[config.mk]
export PLATFORM = sky130hd
export DESIGN_NAME = bist_response_controller
export DESIGN_NICKNAME = d
export VERILOG_FILES = /design/src/rtl/bist_response_controller_pkg.sv /design/src/rtl/bist_response_controller_misr.sv /design/src/rtl/bist_response_controller.sv
export SDC_FILE = /design/constraint.sdc
export NUM_CORES = 1
export LEC_CHECK = 0
export BUFFER_PORTS_ARGS = -buffer_cell sky130_fd_sc_hd__buf_2
export CORE_MARGIN = 2
export CORE_UTILIZATION = 54
export DETAILED_ROUTE_END_ITERATION = 8
export PLACE_DENSITY = 0.84
export REMOVE_ABC_BUFFERS = 1
export SLEW_MARGIN = 20
export SYNTH_ARGS = -nofsm -noshare
export SYNTH_HDL_FRONTEND = slang
export SYNTH_SLANG_ARGS = --single-unit
[constraint.sdc]
create_clock -name CK -period 1.84 [get_ports CK]
set_clock_uncertainty 0.1 [all_clocks]
set_input_delay 0.276 -clock CK [delete_from_list [all_inputs] [get_ports CK]]
set_output_delay 0.276 -clock CK [all_outputs]
set_load 0.005 [all_outputs]
[src/rtl/bist_response_controller_pkg.sv]
// Shared definitions for the BIST response controller: FSM state encoding,
// MISR width and the compactor step function.
package bist_response_controller_pkg;

  localparam int MISR_W = 7;

  typedef enum logic [2:0] {
    ST_IDLE    = 3'd0,
    ST_INIT    = 3'd1,
    ST_SHIFT   = 3'd2,
    ST_CAPTURE = 3'd3,
    ST_COMPARE = 3'd4,
    ST_DONE    = 3'd5
  } state_t;

  // Team compactor polynomial: rotate left by one, then fold in the chain outputs.
  function automatic logic [MISR_W-1:0] misr_step(input logic [MISR_W-1:0] q,
                                                  input logic [MISR_W-1:0] s);
    return s ^ {q[MISR_W-2:0], q[MISR_W-1]};
  endfunction

endpackage

[src/rtl/bist_response_controller_misr.sv]
// 7-bit multiple-input signature register with synchronous clear and enable.
module misr7_en
  import bist_response_controller_pkg::*;
(
  input  logic              CK,
  input  logic              reset_n,
  input  logic              clr,
  input  logic              en,
  input  logic [MISR_W-1:0] d,
  output logic [MISR_W-1:0] q
);

  logic [MISR_W-1:0] sig_q;
  logic [MISR_W-1:0] sig_d;

  always_comb begin
    sig_d = sig_q;
    if (clr) begin
      sig_d = '0;
    end else if (en) begin
      sig_d = misr_step(sig_q, d);
    end
  end

  always_ff @(posedge CK or negedge reset_n) begin
    if (!reset_n) begin
      sig_q <= '0;
    end else begin
      sig_q <= sig_d;
    end
  end

  assign q = sig_q;

endmodule

[src/rtl/bist_response_controller.sv]
// BIST sequencer and response analyzer: walks init/shift/capture/compare,
// compacts scan-chain outputs into a MISR and reports done/pass.
module bist_response_controller
  import bist_response_controller_pkg::*;
#(
  parameter int          CHAIN_LEN    = 33,
  parameter int          NUM_PATTERNS = 100,
  parameter logic [6:0]  GOLDEN_SIG   = 7'h00
) (
  input  logic       CK,
  input  logic       reset_n,
  input  logic       start,
  input  logic [6:0] scan_outs,
  output logic       bist_en,
  output logic       scan_en,
  output logic       tpg_reset,
  output logic       busy,
  output logic       done,
  output logic       pass,
  output logic [6:0] signature,
  output logic [2:0] dbg_state
);

  localparam int SC_W = $clog2(CHAIN_LEN + 1);
  localparam int PC_W = $clog2(NUM_PATTERNS + 1);

  // Tester handshake: start is a request accepted only in IDLE or DONE;
  // done stays high until the next accepted start, and pass is valid while done.
  state_t            state_q, state_d;
  logic [SC_W-1:0]   shift_cnt_q, shift_cnt_d;
  logic [PC_W-1:0]   pat_cnt_q, pat_cnt_d;
  logic              pass_q, pass_d;
  logic              last_shift;
  logic              misr_en;
  logic              misr_clr;

  assign last_shift = (shift_cnt_q == SC_W'(CHAIN_LEN - 1));

  always_comb begin
    state_d     = state_q;
    shift_cnt_d = shift_cnt_q;
    pat_cnt_d   = pat_cnt_q;
    pass_d      = pass_q;
    case (state_q)
      ST_IDLE: begin
        if (start) begin
          state_d = ST_INIT;
          pass_d  = 1'b0;
        end
      end
      ST_INIT: begin
        shift_cnt_d = '0;
        pat_cnt_d   = '0;
        state_d     = ST_SHIFT;
      end
      ST_SHIFT: begin
        if (last_shift) begin
          shift_cnt_d = '0;
          state_d     = (pat_cnt_q < PC_W'(NUM_PATTERNS)) ? ST_CAPTURE : ST_COMPARE;
        end else begin
          shift_cnt_d = shift_cnt_q + SC_W'(1);
        end
      end
      ST_CAPTURE: begin
        pat_cnt_d   = pat_cnt_q + PC_W'(1);
        shift_cnt_d = '0;
        state_d     = ST_SHIFT;
      end
      ST_COMPARE: begin
        pass_d  = (signature == GOLDEN_SIG);
        state_d = ST_DONE;
      end
      ST_DONE: begin
        if (start) begin
          state_d = ST_INIT;
          pass_d  = 1'b0;
        end
      end
      default: begin
        state_d = ST_IDLE;
      end
    endcase
  end

  always_ff @(posedge CK or negedge reset_n) begin
    if (!reset_n) begin
      state_q     <= ST_IDLE;
      shift_cnt_q <= '0;
      pat_cnt_q   <= '0;
      pass_q      <= 1'b0;
    end else begin
      state_q     <= state_d;
      shift_cnt_q <= shift_cnt_d;
      pat_cnt_q   <= pat_cnt_d;
      pass_q      <= pass_d;
    end
  end

  // Outputs decode straight from the state register so the TPG clock gate sees no glitches.
  assign bist_en   = (state_q == ST_INIT) || (state_q == ST_SHIFT);
  assign scan_en   = (state_q == ST_SHIFT);
  assign tpg_reset = (state_q == ST_INIT);
  assign busy      = (state_q == ST_INIT) || (state_q == ST_SHIFT) ||
                     (state_q == ST_CAPTURE) || (state_q == ST_COMPARE);
  assign done      = (state_q == ST_DONE);
  assign pass      = pass_q;
  assign dbg_state = state_q;

  // The first shift pass only loads the chains; its unload data is unknown.
  assign misr_en  = (state_q == ST_SHIFT) && (pat_cnt_q != '0);
  assign misr_clr = (state_q == ST_INIT);

  misr7_en u_misr (
    .CK      (CK),
    .reset_n (reset_n),
    .clr     (misr_clr),
    .en      (misr_en),
    .d       (scan_outs),
    .q       (signature)
  );

endmodule
=== Word-level counts from Yosys, hierarchy flattened ===
Cells that the tools add are included.

* Order comparisons: 1
* $add $sub $neg: 2
* Reductions and logical operators: 15
* Multiplexer cells: 11
* Equality and inequality tests: 8
* Bitwise logic cells: 1

{| class="wikitable"
|+ Operators with widths
! kind !! count
|-
| $mux W7 || 2
|-
| $pmux W7 S2 || 1
|-
| $pmux W3 S4 || 1
|-
| $pmux W6 S2 || 1
|-
| $mux W3 || 3
|-
| $reduce_bool A2 Y1 || 4
|-
| $add A7 B1 Y7 const B || 1
|-
| $logic_not A7 Y1 || 1
|-
| $lt A7 B7 Y1 const B || 1
|-
| $reduce_bool A7 Y1 || 1
|-
| $xor A7 B7 Y7 || 1
|-
| $add A6 B1 Y6 const B || 1
|-
| $eq A3 B2 Y1 const B || 2
|-
| $eq A3 B3 Y1 const B || 2
|-
| $eq A6 B6 Y1 const B || 1
|-
| $mux W6 || 1
|-
| $ne A2 B1 Y1 const B || 2
|-
| $reduce_and A2 Y1 || 2
|-
| $reduce_or A2 Y1 || 2
|-
| $eq A3 B1 Y1 const B || 1
|-
| $logic_not A3 Y1 || 1
|-
| $logic_or A1 B1 Y1 || 3
|-
| $pmux W1 S2 || 1
|-
| $logic_and A1 B1 Y1 || 1
|-
| $mux W1 || 1
|}

* Register bits after elaboration: 24
* Output and inout port bits: 16
* Input bits: 10

=== Longest topological paths before layout ===
* Word-level depth: 4
* Depth in mapped cells: 6
* Gate-level depth less buffers: 5

=== By module ===
A second synthesis with hierarchy kept.

* Cell total of the unflattened synthesis: 143
* Area, all modules: 1311.3 µm²

{| class="wikitable"
|+ By module, submodules not included
! module !! seq. area each (µm²) !! times used !! cells each !! area each (µm²)
|-
| bist_response_controller || 425.4 || 1 || 114 || 984.7
|-
| misr7_en || 175.2 || 1 || 29 || 326.6
|}

=== Least setup slack after synthesis ===
OpenSTA, ideal clock, no wires.

* Path kind: register to register
* From: register state_q[2], in the netlist dbg_state[2]
* To: register u_misr.sig_q[4], in the netlist u_misr.q[4]
* Data required time: 1653 ps
* Slack: 181 ps
* Buffers on the path: 2
* Clock period less this slack: 1659 ps
* Stages on the path, launching flop included: 7
* Arrival: 1472 ps
* Path through: dfrtp_1 -> buf_6 -> or3b_4 -> a31oi_4 -> buf_6 -> nor2_1 -> a211oi_2

* Word-level cells in the longest chain between the ends: 3

{| class="wikitable"
|+ RTL lines
! what !! line !! RTL
|-
| start: declaration || bist_response_controller.sv:29 || <nowiki>state_t state_q, state_d;</nowiki>
|-
| start signal: assignment || bist_response_controller.sv:92 || <nowiki>state_q <= state_d;</nowiki>
|-
| $eq A3 B2 Y1 || bist_response_controller.sv:110 || <nowiki>assign misr_en = (state_q == ST_SHIFT) && (pat_cnt_q != '0);</nowiki>
|-
| $logic_and A1 B1 Y1 || bist_response_controller.sv:110 ||
|-
| $reduce_bool A2 Y1 (no line) || -- ||
|-
| end signal: assignment || bist_response_controller_misr.sv:29 || <nowiki>sig_q <= sig_d;</nowiki>
|-
| end: declaration || bist_response_controller_misr.sv:13 || <nowiki>logic [MISR_W-1:0] sig_q;</nowiki>
|}

Parallel ways exist; a longest one is shown, timed or not.
A chain may end at the register's enable or synchronous reset.

=== Worst setup path in the final report ===
* From: register state_q[0], in the netlist dbg_state[0]
* To: output scan_en

* Word-level cells in the longest chain between the ends: 1

{| class="wikitable"
|+ RTL lines
! what !! line !! RTL
|-
| $eq A3 B2 Y1 || bist_response_controller.sv:101 || <nowiki>assign scan_en = (state_q == ST_SHIFT);</nowiki>
|-
| end: declaration || bist_response_controller.sv:15 || <nowiki>output logic scan_en,</nowiki>
|}

Every way passes these cells.

==> flow_summary.json <==
{
  "routedWlPerCell_um": 14.50,
  "wl_met1_mm": 1.240,
  "dr.max_layer_used": "met4",
  "die_x_um": 54.05,
  "start_util": 0.5561,
  "clkTransAtPathRegs_ps": 130,
  "antenna_found_initial": 0,
  "ir_worst_vdd_uv": 697.3,
  "drc": 0,
  "viasPerCell": 5.797,
  "synth_top_area_cell": "dfrtp_1",
  "pwr_density_cell_nw_per_um2": 767.0,
  "synth_edf_count": 0,
  "ys_top_cells_by_count": "dfrtp_1 (24), nand2_1 (17), o21ai_0 (16), nor2_1 (14), xnor2_1 (9)",
  "rows": 18,
  "synth.cell_area_sq_um": 1353,
  "worstPathRequired_ps": 1460,
  "ant_nets": 0,
  "cts_tree": "built",
  "outcome": "completed",
  "fin_ws_ps": 32.40,
  "area_growth_pct": 17.95,
  "drtIter0Drc": 29,
  "period_minus_slack_ps": 1808,
  "cts_made_buffers": 3,
  "route.met2.wl_mm": 1.541,
  "cts-root-buf": "clkbuf_4",
  "maxSlewViolCount": 0,
  "grt_first_pass_wirelength_mm": 4.850,
  "synthTopCellsByArea": "dfrtp_1 (44%), o21ai_0 (5.9%), xnor2_1 (5.8%), nand2_1 (4.7%), nor2_1 (3.9%)",
  "grt_pass1_vias": 1149,
  "async_reset_ff_frac": 1.000,
  "design.core.area_sq_um": 2432,
  "timing.fmax_ghz": 0.5532,
  "grt_overflow": 0,
  "antenna_cells": 0,
  "route.met3.wl_um": 115,
  "dieArea_sq_um": 2921,
  "finalInstanceArea_sq_um": 1595,
  "drive_gt1_frac": 0.2599,
  "maxCapViolCount": 0,
  "synth_cell_types": 33,
  "syn_area_per_cell_sq_um": 9.201,
  "hpwl_mm": 2.125,
  "pre_cts_ws_ps": 151.1,
  "synth-seq-cells": 24,
  "fin_util": 0.6559,
  "grt_max_degree": 25,
  "cts_max_level": 1,
  "die_h_um": 54.05,
  "io_pins": 26,
  "synth_cells": 147,
  "cp.arrival_ps": 1430,
  "startpoint_type": "flop",
  "synth_ff_type": "dfrtp_1",
  "cts.sinks": 24,
  "insertion_delay_ps": 320,
  "synth-seq-area-share": 0.4440,
  "p_leak_nw": 0.7190,
  "setup_viol_count_final": 0,
  "yosysMostFrequentCell": "dfrtp_1",
  "hold_viol": 0,
  "nFillCells": 197,
  "nNetsFinal": 193,
  "tightest_slew_ps": 530.9,
  "maxSlewHeadroom": 0.6461,
  "place_congestion": 0.7780,
  "yosysTopAreaCellShare": 0.4440,
  "worstPathMaxFanout": 4,
  "hold_class": "in -> reg",
  "postPlaceCellArea_sq_um": 1515,
  "post-route-period-util": 0.9824,
  "vias": 1200,
  "grtUsageTotal": 0.2309,
  "yosys_warnings": 0,
  "worst_setup_path_end_kind": "primary output",
  "crit_type": "reg -> out",
  "clock_path_buffers": 2,
  "drt_first_pass_iters": 4,
  "wl_mm": 3.001,
  "io_buffers": 25
}
power by group:
group | switching, mW | internal (mW)
registers | 0.0988 | 0.606
logic | 0.109 | 0.177
clock network | 0.156 | 0.0769
critical path, cell delays in order, from the launching register on:
cell     delay (ps)
dfrtp_1         410
or3b_4          430
inv_1           140
buf_2           140
layer usage:
metal	vias to the layer above	GRT usage
li1	575	-
met1	577	0.2686
met2	39	0.4085
met3	9	0.02778
met4	0	0.1292
met5	-	0
sequential cells by signal (all words and copies together) (netlist names):
name / flops
pat_cnt_q: 7
u_misr.q: 7
shift_cnt_q: 6
dbg_state: 3
pass: 1
cell type report:
class                   instances  area (sq um)  share of cell area
clock buffers                   3         22.52             0.01412
inverters                       7         26.28             0.01647
multi-input cells             110         708.2              0.4439
flip-flops and latches         24         600.6              0.3765
well taps                      30         37.54             0.02353
repair buffers                 33         200.2              0.1255
stage by stage:
step                      hold slack, ps  power (mW)  TNS [ps]  cells
after floorplan                   -119.6      0.8676         0    141
after global placement             180.6      0.9830         0    201
after detailed placement           189.8      0.9978         0    201
after CTS                          118.5       1.231         0    205
after global routing               136.0       1.291    -1.574    207
final                              131.1       1.224         0    207
placed cells by master, fill, tap and decap left out, types with 6 or more instances in the layout:
cell     synthesis  routed
o21ai_0         16      16
dfrtp_1         24      24
buf_2            0      25
xnor2_1          9       9
buf_4            0       6
nand3_1          6       6
nor3_1           7       7
nand2_1         17      17
a21oi_1          6       6
nor2_1          14      12
inv_1            7       7
repair_timing:
action | 4_1_cts | 5_1_grt
setup buffers | 0 | 2
gates resized for setup | 3 | 3
hold buffers | 1 | 0
setup endpoints to repair | 2 | 5
hold endpoints to repair | 24 | 0
worst paths after layout:
kind,from,end,slack (ps),cells past startpoint
max in group asynchronous,reset_n,u_misr.q[1]$_DFFE_PN0P_,930,2
min,scan_outs[0],u_misr.q[0]$_DFFE_PN0P_,130,3
max reg2reg,dbg_state[0]$_DFFE_PN0P_,u_misr.q[1]$_DFFE_PN0P_,160,5
max,dbg_state[0]$_DFFE_PN0P_,scan_en,30,3
min reg2reg,pat_cnt_q[6]$_DFFE_PN0N_,pat_cnt_q[6]$_DFFE_PN0N_,440,1
min in group asynchronous,reset_n,pat_cnt_q[4]$_DFFE_PN0N_,350,2
logic make-up (layout without fill, tap and decap cells):
logic type	after synthesis	after routing	share of synthesized area
AND/OR/NAND/NOR	58	58	0.2091
multiplexers	3	3	0.02220
buffers and inverters	13	43	0.04718
flip-flops	24	24	0.4440
adder cells (fa/ha/maj)	4	4	0.03700
AO/OA/AOI/OAI	36	36	0.1823
XOR/XNOR	9	9	0.05828
Note: power is estimated with default switching activity, not from simulation.
